### src/rtl/vga_sync_controller.sv
// vga_sync_controller: VGA raster timing with pixel request and latency-matched OE/hsync/vsync.
// Define VGA_FRAME_CNT_EN to add the 8-bit frame_cnt output.
module vga_sync_controller #(
  parameter int CLK_DIV   = 4,
  parameter int H_ACTIVE  = 640,
  parameter int H_FP      = 16,
  parameter int H_SYNC    = 96,
  parameter int H_BP      = 48,
  parameter int V_ACTIVE  = 480,
  parameter int V_FP      = 10,
  parameter int V_SYNC    = 2,
  parameter int V_BP      = 33,
  parameter int FETCH_LAT = 1
) (
  input  logic       clk,
  input  logic       rst_n,
  input  logic       en,
  output logic       pix_tick,
  output logic [9:0] pix_x,
  output logic [9:0] pix_y,
  output logic       pix_req,
  output logic       OE,
  output logic       hsync,
  output logic       vsync,
  output logic       frame_start
`ifdef VGA_FRAME_CNT_EN
  ,
  output logic [7:0] frame_cnt
`endif
);

  localparam int H_TOTAL = H_ACTIVE + H_FP + H_SYNC + H_BP;
  localparam int V_TOTAL = V_ACTIVE + V_FP + V_SYNC + V_BP;
  localparam int DIV_W   = (CLK_DIV > 1) ? $clog2(CLK_DIV) : 1;

  localparam logic [DIV_W-1:0] DIV_LAST = DIV_W'(CLK_DIV - 1);
  localparam logic [9:0]       X_LAST   = 10'(H_TOTAL - 1);
  localparam logic [9:0]       Y_LAST   = 10'(V_TOTAL - 1);
  localparam logic [10:0]      H_ACT_L  = 11'(H_ACTIVE);
  localparam logic [10:0]      HS_BEG_L = 11'(H_ACTIVE + H_FP);
  localparam logic [10:0]      HS_END_L = 11'(H_ACTIVE + H_FP + H_SYNC);
  localparam logic [10:0]      V_ACT_L  = 11'(V_ACTIVE);
  localparam logic [10:0]      VS_BEG_L = 11'(V_ACTIVE + V_FP);
  localparam logic [10:0]      VS_END_L = 11'(V_ACTIVE + V_FP + V_SYNC);

  if (H_TOTAL > 1024 || V_TOTAL > 1024) begin : g_total_check
    $error("vga_sync_controller: H_TOTAL and V_TOTAL must not exceed 1024");
  end
  if (CLK_DIV < 1 || FETCH_LAT < 0 || FETCH_LAT > 7) begin : g_param_check
    $error("vga_sync_controller: CLK_DIV must be >= 1 and FETCH_LAT within 0..7");
  end

  logic [DIV_W-1:0] div_q, div_d;
  logic             tick_q, tick_d;
  logic [9:0]       x_q, x_d, y_q, y_d;
  logic             run_q, run_d;
  logic             req_q, req_d, hs_q, hs_d, vs_q, vs_d;
  logic             fs_q, fs_d;
`ifdef VGA_FRAME_CNT_EN
  logic [7:0]       cnt_q, cnt_d;
`endif

  // run_q marks that the first tick after enable has landed the raster on (0,0)
  always_comb begin
    div_d  = div_q;
    tick_d = 1'b0;
    x_d    = x_q;
    y_d    = y_q;
    run_d  = run_q;
    req_d  = req_q;
    hs_d   = hs_q;
    vs_d   = vs_q;
    fs_d   = 1'b0;
    if (!en) begin
      div_d = '0;
      x_d   = 10'd0;
      y_d   = 10'd0;
      run_d = 1'b0;
      req_d = 1'b0;
      hs_d  = 1'b1;
      vs_d  = 1'b1;
    end else begin
      tick_d = (div_q == DIV_LAST);
      div_d  = tick_d ? '0 : div_q + DIV_W'(1);
      if (tick_d) begin
        if (!run_q) begin
          x_d   = 10'd0;
          y_d   = 10'd0;
          run_d = 1'b1;
        end else if (x_q == X_LAST) begin
          x_d = 10'd0;
          if (y_q == Y_LAST) begin
            y_d  = 10'd0;
            fs_d = 1'b1;
          end else begin
            y_d = y_q + 10'd1;
          end
        end else begin
          x_d = x_q + 10'd1;
        end
        req_d = ({1'b0, x_d} < H_ACT_L) && ({1'b0, y_d} < V_ACT_L);
        hs_d  = !(({1'b0, x_d} >= HS_BEG_L) && ({1'b0, x_d} < HS_END_L));
        vs_d  = !(({1'b0, y_d} >= VS_BEG_L) && ({1'b0, y_d} < VS_END_L));
      end else begin
        run_d = run_q;
      end
    end
  end

`ifdef VGA_FRAME_CNT_EN
  always_comb begin
    cnt_d = cnt_q;
    if (!en) begin
      cnt_d = 8'd0;
    end else if (fs_d) begin
      cnt_d = cnt_q + 8'd1;
    end else begin
      cnt_d = cnt_q;
    end
  end

  always_ff @(posedge clk or negedge rst_n) begin
    if (!rst_n) cnt_q <= 8'd0;
    else        cnt_q <= cnt_d;
  end

  assign frame_cnt = cnt_q;
`endif

  always_ff @(posedge clk or negedge rst_n) begin
    if (!rst_n) begin
      div_q  <= '0;
      tick_q <= 1'b0;
      x_q    <= 10'd0;
      y_q    <= 10'd0;
      run_q  <= 1'b0;
      req_q  <= 1'b0;
      hs_q   <= 1'b1;
      vs_q   <= 1'b1;
      fs_q   <= 1'b0;
    end else begin
      div_q  <= div_d;
      tick_q <= tick_d;
      x_q    <= x_d;
      y_q    <= y_d;
      run_q  <= run_d;
      req_q  <= req_d;
      hs_q   <= hs_d;
      vs_q   <= vs_d;
      fs_q   <= fs_d;
    end
  end

  // {req, hsync, vsync} delayed so OE and syncs line up with fetched RGB data
  if (FETCH_LAT == 0) begin : g_no_delay
    assign OE    = req_q;
    assign hsync = hs_q;
    assign vsync = vs_q;
  end else begin : g_delay
    logic [2:0] dly_q [FETCH_LAT];

    always_ff @(posedge clk or negedge rst_n) begin
      if (!rst_n) begin
        for (int i = 0; i < FETCH_LAT; i++) dly_q[i] <= 3'b011;
      end else if (!en) begin
        for (int i = 0; i < FETCH_LAT; i++) dly_q[i] <= 3'b011;
      end else if (tick_d) begin
        dly_q[0] <= {req_q, hs_q, vs_q};
        for (int i = 1; i < FETCH_LAT; i++) dly_q[i] <= dly_q[i-1];
      end else begin
        dly_q[0] <= dly_q[0];
      end
    end

    assign OE    = dly_q[FETCH_LAT-1][2];
    assign hsync = dly_q[FETCH_LAT-1][1];
    assign vsync = dly_q[FETCH_LAT-1][0];
  end

  assign pix_tick    = tick_q;
  assign pix_x       = x_q;
  assign pix_y       = y_q;
  assign pix_req     = req_q;
  assign frame_start = fs_q;

endmodule

### config.mk
export PLATFORM = sky130hd
export DESIGN_NAME = vga_sync_controller
export DESIGN_NICKNAME = d
export VERILOG_FILES = /design/src/rtl/vga_sync_controller.sv
export SDC_FILE = /design/constraint.sdc
export NUM_CORES = 1
export LEC_CHECK = 0
export BUFFER_PORTS_ARGS = -buffer_cell sky130_fd_sc_hd__buf_2
export CAP_MARGIN = 40
export CORE_MARGIN = 10
export CORE_UTILIZATION = 52
export CTS_CLUSTER_DIAMETER = 150
export DETAILED_ROUTE_END_ITERATION = 10
export PLACE_DENSITY = 0.74
export SETUP_SLACK_MARGIN = 0.5
export SLEW_MARGIN = 10
export SYNTH_ARGS = -nofsm -noshare
export SYNTH_HDL_FRONTEND = slang
export SYNTH_SLANG_ARGS = --single-unit
### constraint.sdc
create_clock -name clk -period 6.6 [get_ports clk]
set_clock_uncertainty 0.2 [all_clocks]
set_input_delay 1.98 -clock clk [delete_from_list [all_inputs] [get_ports clk]]
set_output_delay 1.98 -clock clk [all_outputs]
set_load 0.005 [all_outputs]
# ---- Word-level counts from Yosys, hierarchy flattened
# Cells that the tools add are included.
dict set report totals {
  elab_cells 60
  input_bits 3
  out_inout_bits 26
  reg_bits 31
}
dict set report classes {
  n_lt_le_gt_ge 6
  eq_ne 5
  n_mux 31
  addsub 3
  reduce_logical 5
}
# operator n
set op_table {}
lappend op_table {{10-bit 2-to-1 mux} 13}
lappend op_table {{10-bit by 1-bit adder with 10-bit output (second input constant)} 2}
lappend op_table {{10-bit == test (second input constant)} 2}
lappend op_table {{10-bit < comparator (second input constant)} 2}
lappend op_table {{10-bit by 9-bit < comparator with 1-bit output (second input constant)} 2}
lappend op_table {{1-bit 2-to-1 mux} 14}
lappend op_table {{10-bit greater-or-equal comparator (second input constant)} 1}
lappend op_table {{10-bit by 9-bit greater-or-equal comparator with 1-bit output (second input constant)} 1}
lappend op_table {{3-bit 2-to-1 mux} 2}
lappend op_table {{2-bit 2-to-1 mux} 2}
lappend op_table {{2-bit by 1-bit inequality test with 1-bit output (second input constant)} 2}
lappend op_table {{1-bit logical AND} 3}
lappend op_table {{2-bit by 1-bit adder with 2-bit output (second input constant)} 1}
lappend op_table {{2-bit == test (second input constant)} 1}
lappend op_table {{1-bit zero test} 2}

# ---- Depth between registers and ports, before layout
dict set report logic_depth {
  word_depth 11
  ltp_mapped 9
  depth_no_buf 8
}

# ---- Worst setup path after synthesis
# OpenSTA, ideal clock, no wires.
dict set report synth_timing {
  path_type {input port to flip-flop}
  startpoint {input en}
  endpoint {register vs_q}
  arrival_time_ns 2.932
  setup_slack_ns 3.388
  cell_stages 7
  n_path_buf 2
  setup_ns 0.080
  path_cell_list {buf_6 -> and3_1 -> clkbuf_1 -> o21ai_4 -> nor2_1 -> nand3b_1 -> o22a_1}
}
dict set report synth_via {
  elab_chain_cells 1
}
# element line_no
set synth_lines {}
lappend synth_lines {{start: declaration} 17} ;# input logic en,
lappend synth_lines {{2-bit by 1-bit inequality test with 1-bit output (no line) or 1-bit 2-to-1 mux (tied branches)} -}
lappend synth_lines {{end signal: assignment} 149} ;# vs_q <= vs_d;
lappend synth_lines {{end: declaration} 57} ;# logic req_q, req_d, hs_q, hs_d, vs_q, vs_d;
# Parallel ways exist; a longest one is shown, timed or not.
# A chain may end at the register's enable or synchronous reset.

# ---- Final worst setup path
dict set report layout_timing {
  startpoint {input en}
  endpoint {register x_q[9] (netlist: pix_x[9])}
}
dict set report layout_via {
  elab_chain_cells 1
}
# element line_no
set layout_lines {}
lappend layout_lines {{2-bit by 1-bit inequality test with 1-bit output (no line) or 10-bit 2-to-1 mux (tied branches)} -}
lappend layout_lines {{end signal: assignment} 134} ;# x_q <= 10'd0;
lappend layout_lines {{end signal: assignment} 144} ;# x_q <= x_d;
lappend layout_lines {{end: declaration} 55} ;# logic [9:0] x_q, x_d, y_q, y_d;
# Parallel ways exist; a longest one is shown, timed or not.

==> run metrics <==
CTS tree=done; synthesized instance count=about 220; First DRT Iteration DRCs=136; commonest cells after routing, fill and taps aside=nand2_1, buf_2, dfrtp_1; Total GRT Usage=0.153; Worst R2R Setup Slack=roughly 3.6 ns; Primary FF master, synth=dfrtp_1; critical path launch point type=input port; Area after DPL=~2100 um^2; clk sinks=31; PostCTS Resize Cnt=0; initial antenna violation count=0; Max Cap Violations=0; largest net degree at the start of global routing=32; Ports=29; Avg WL per Cell=roughly 17 um; utilization after layout=0.592; wire length on met2=2200 um; CTS Buf Count=5; Die Ht=81.8 um; endpoints failing hold=0; sequential cell area fraction in the yosys report=0.393; Worst R2R End=pix_y[2]; final instance area=2180 um^2; f_max=around 300 MHz; critical path peak fanout=11; Synthesis Warnings=0; CTS max path bufs=2; Worst-path clk slew=~0.070 ns; WL met3=between 200 and 300 um; final setup fails=0; H-tree depth reported by CTS=2; GPL Wtd Cong=about 0.91; cell area after synthesis=1990 um^2; WHS Endpoint=div_q[0]; layout filler cell count=347; Die Wd=81.8 um; clk_lat worst skew=roughly 0.28 ns; Starting Density=0.539; max layer used=met4; Arr. time, crit path=3.30 ns; via count=1681; CP Class=input port to register; Hold-fix buffers, CTS=0; CTS root buffer=clkbuf_8; Slew HR=0.454; Area Growth Syn to Fin=9.88%; # diodes=0; WL final=about 4800 um; Port Buffers=28; HPWL Detailed=3450 um; Setup crit start=en; Rows=22; pre-CTS WS=3.01 ns; hold path depth=1; CP Capture Type=register; Post-synth EDFFs=0; vias in the first global route=1576; worst min-delay path class=register to register; Final nets=247; Leak=0.948 nW; crit path time final=3.31 ns; Pre-Repair DR Iteration Count=4; maximum vdd drop=0.138 mV; number of distinct library cells after synthesis=50; vias per cell=roughly 5.8; RSZ-0062 raised after global routing=no; wl on met1=2300 um; Post-DRT Antenna Nets=0; final worst slack=around 3.3 ns; Pwr Density=173 nW/um^2; Post-CTS Setup Repair Bufs=0; Reg2Reg Launch Point=pix_x[0]; Post-Syn Nets=229; global route overflow=0; most common cell after layout, fill and taps aside=nand2_1; #FFs+latches synth=31; CP required=between 6 and 7 ns; layout cells sized above 1=0.220; Worst Hold Launch=div_q[0]; R2R depth=7; ratio of final minimum period to clock period=0.502; core area=approximately 3700 um^2; setup TNS=0 ns; Slew Limit Fails=0; status=completed; Pwr Total=0.378 mW; first-pass GRT wire length=a little over 8000 um; Slew @ Worst Pin=0.817 ns; asr flop ratio synth=1.00; Avg Cell Area, Syn=8.96 um^2; DRC viols=0; die area=6700 um^2
-- final cells by class --
type	count	area [um^2]	area share
Clock buffer	8	100	0.0458
Sequential cell	31	781	0.357
Multi-Input combinational cell	169	1080	0.497
Tap cell	48	60.1	0.0275
Timing Repair Buffer	28	140	0.0641
Inverter	5	18.8	0.00859
-- critical path: stages --
cell     delay [ns]
buf_2          0.16
nand2_1        0.10
inv_1          0.10
nand2_1        0.26
nor2_1         0.36
and2_1         0.17
o21ai_0        0.06
o31ai_1        0.10
-- power by group --
group,internal (mW),total [mW],switching (mW)
clock network,0.0952,0.166,0.0713
logic,0.00484,0.0167,0.0118
registers,0.193,0.195,0.00211
total,0.293,0.378,0.0852
-- metal layers --
metal / track usage / vias to the layer above
li1: - / 839
met1: 0.212 / 794
met2: 0.236 / 43
met3: 0.0306 / 5
met4: 0.0408 / 0
met5: 0 / -
-- cell usage after synthesis (2+ instances only) --
cell type / n / area [um^2]
ha_1: 4 / 50.1
buf_2: 2 / 10.0
nor2_1: 11 / 41.3
nand2b_1: 2 / 12.5
dfrtp_1: 27 / 676
dfstp_2: 4 / 105
nand3_1: 10 / 50.1
buf_6: 5 / 56.3
a32o_1: 2 / 20.0
nand4_1: 5 / 31.3
mux2i_1: 5 / 50.1
xnor2_1: 6 / 52.6
clkbuf_1: 10 / 37.5
nand2_1: 31 / 116
and4_1: 3 / 26.3
o21ai_0: 20 / 100
a21oi_1: 9 / 45.0
nor3_1: 8 / 40.0
o41ai_1: 2 / 17.5
o21ai_1: 7 / 35.0
nor2b_1: 4 / 25.0
a21o_1: 2 / 15.0
nor4_1: 3 / 18.8
and2_1: 4 / 25.0
inv_1: 5 / 18.8
nor4_2: 2 / 25.0
o31ai_1: 3 / 22.5
a31oi_1: 3 / 18.8
a22o_1: 2 / 17.5
-- kinds of logic (layout without fill, tap and decap cells) --
logic type               Yosys count  count (layout)  share of synthesized area
buffers and inverters             22              41                     0.0617
AO/OA/AOI/OAI                     58              58                      0.196
flip-flops                        31              31                      0.393
AND/OR/NAND/NOR                   95              95                      0.269
adder cells (fa/ha/maj)            4               4                     0.0252
XOR/XNOR                           7               7                     0.0308
multiplexers                       5               5                     0.0252
-- worst max path at each step --
| stage | endpoint | slack (ns) | cells after the start |
|---|---|---|---|
| floorplan | vs_q | 3.39 | 7 |
| global placement | pix_x[9] | 3.02 | 8 |
| detailed placement | pix_x[9] | 3.01 | 8 |
| CTS | pix_x[9] | 3.30 | 8 |
| global route | pix_x[9] | 3.16 | 8 |
| finish | pix_x[9] | 3.29 | 8 |
-- registers in the layout, summed over array words and instances (netlist names) --
register       cells
pix_x             10
pix_y             10
g_delay.dly_q      3
div_q              2
frame_start        1
hs_q               1
pix_req            1
pix_tick           1
run_q              1
vs_q               1
-- metrics by stage --
step           std cells  hold slack [ns]
2_1_floorplan        222            0.210
4_1_cts              289            0.248
3_3_place_gp         281            0.229
6_report             289            0.246
5_1_grt              289            0.292
3_5_place_dp         281            0.240
No activity file was read; power rests on OpenSTA's default activity.
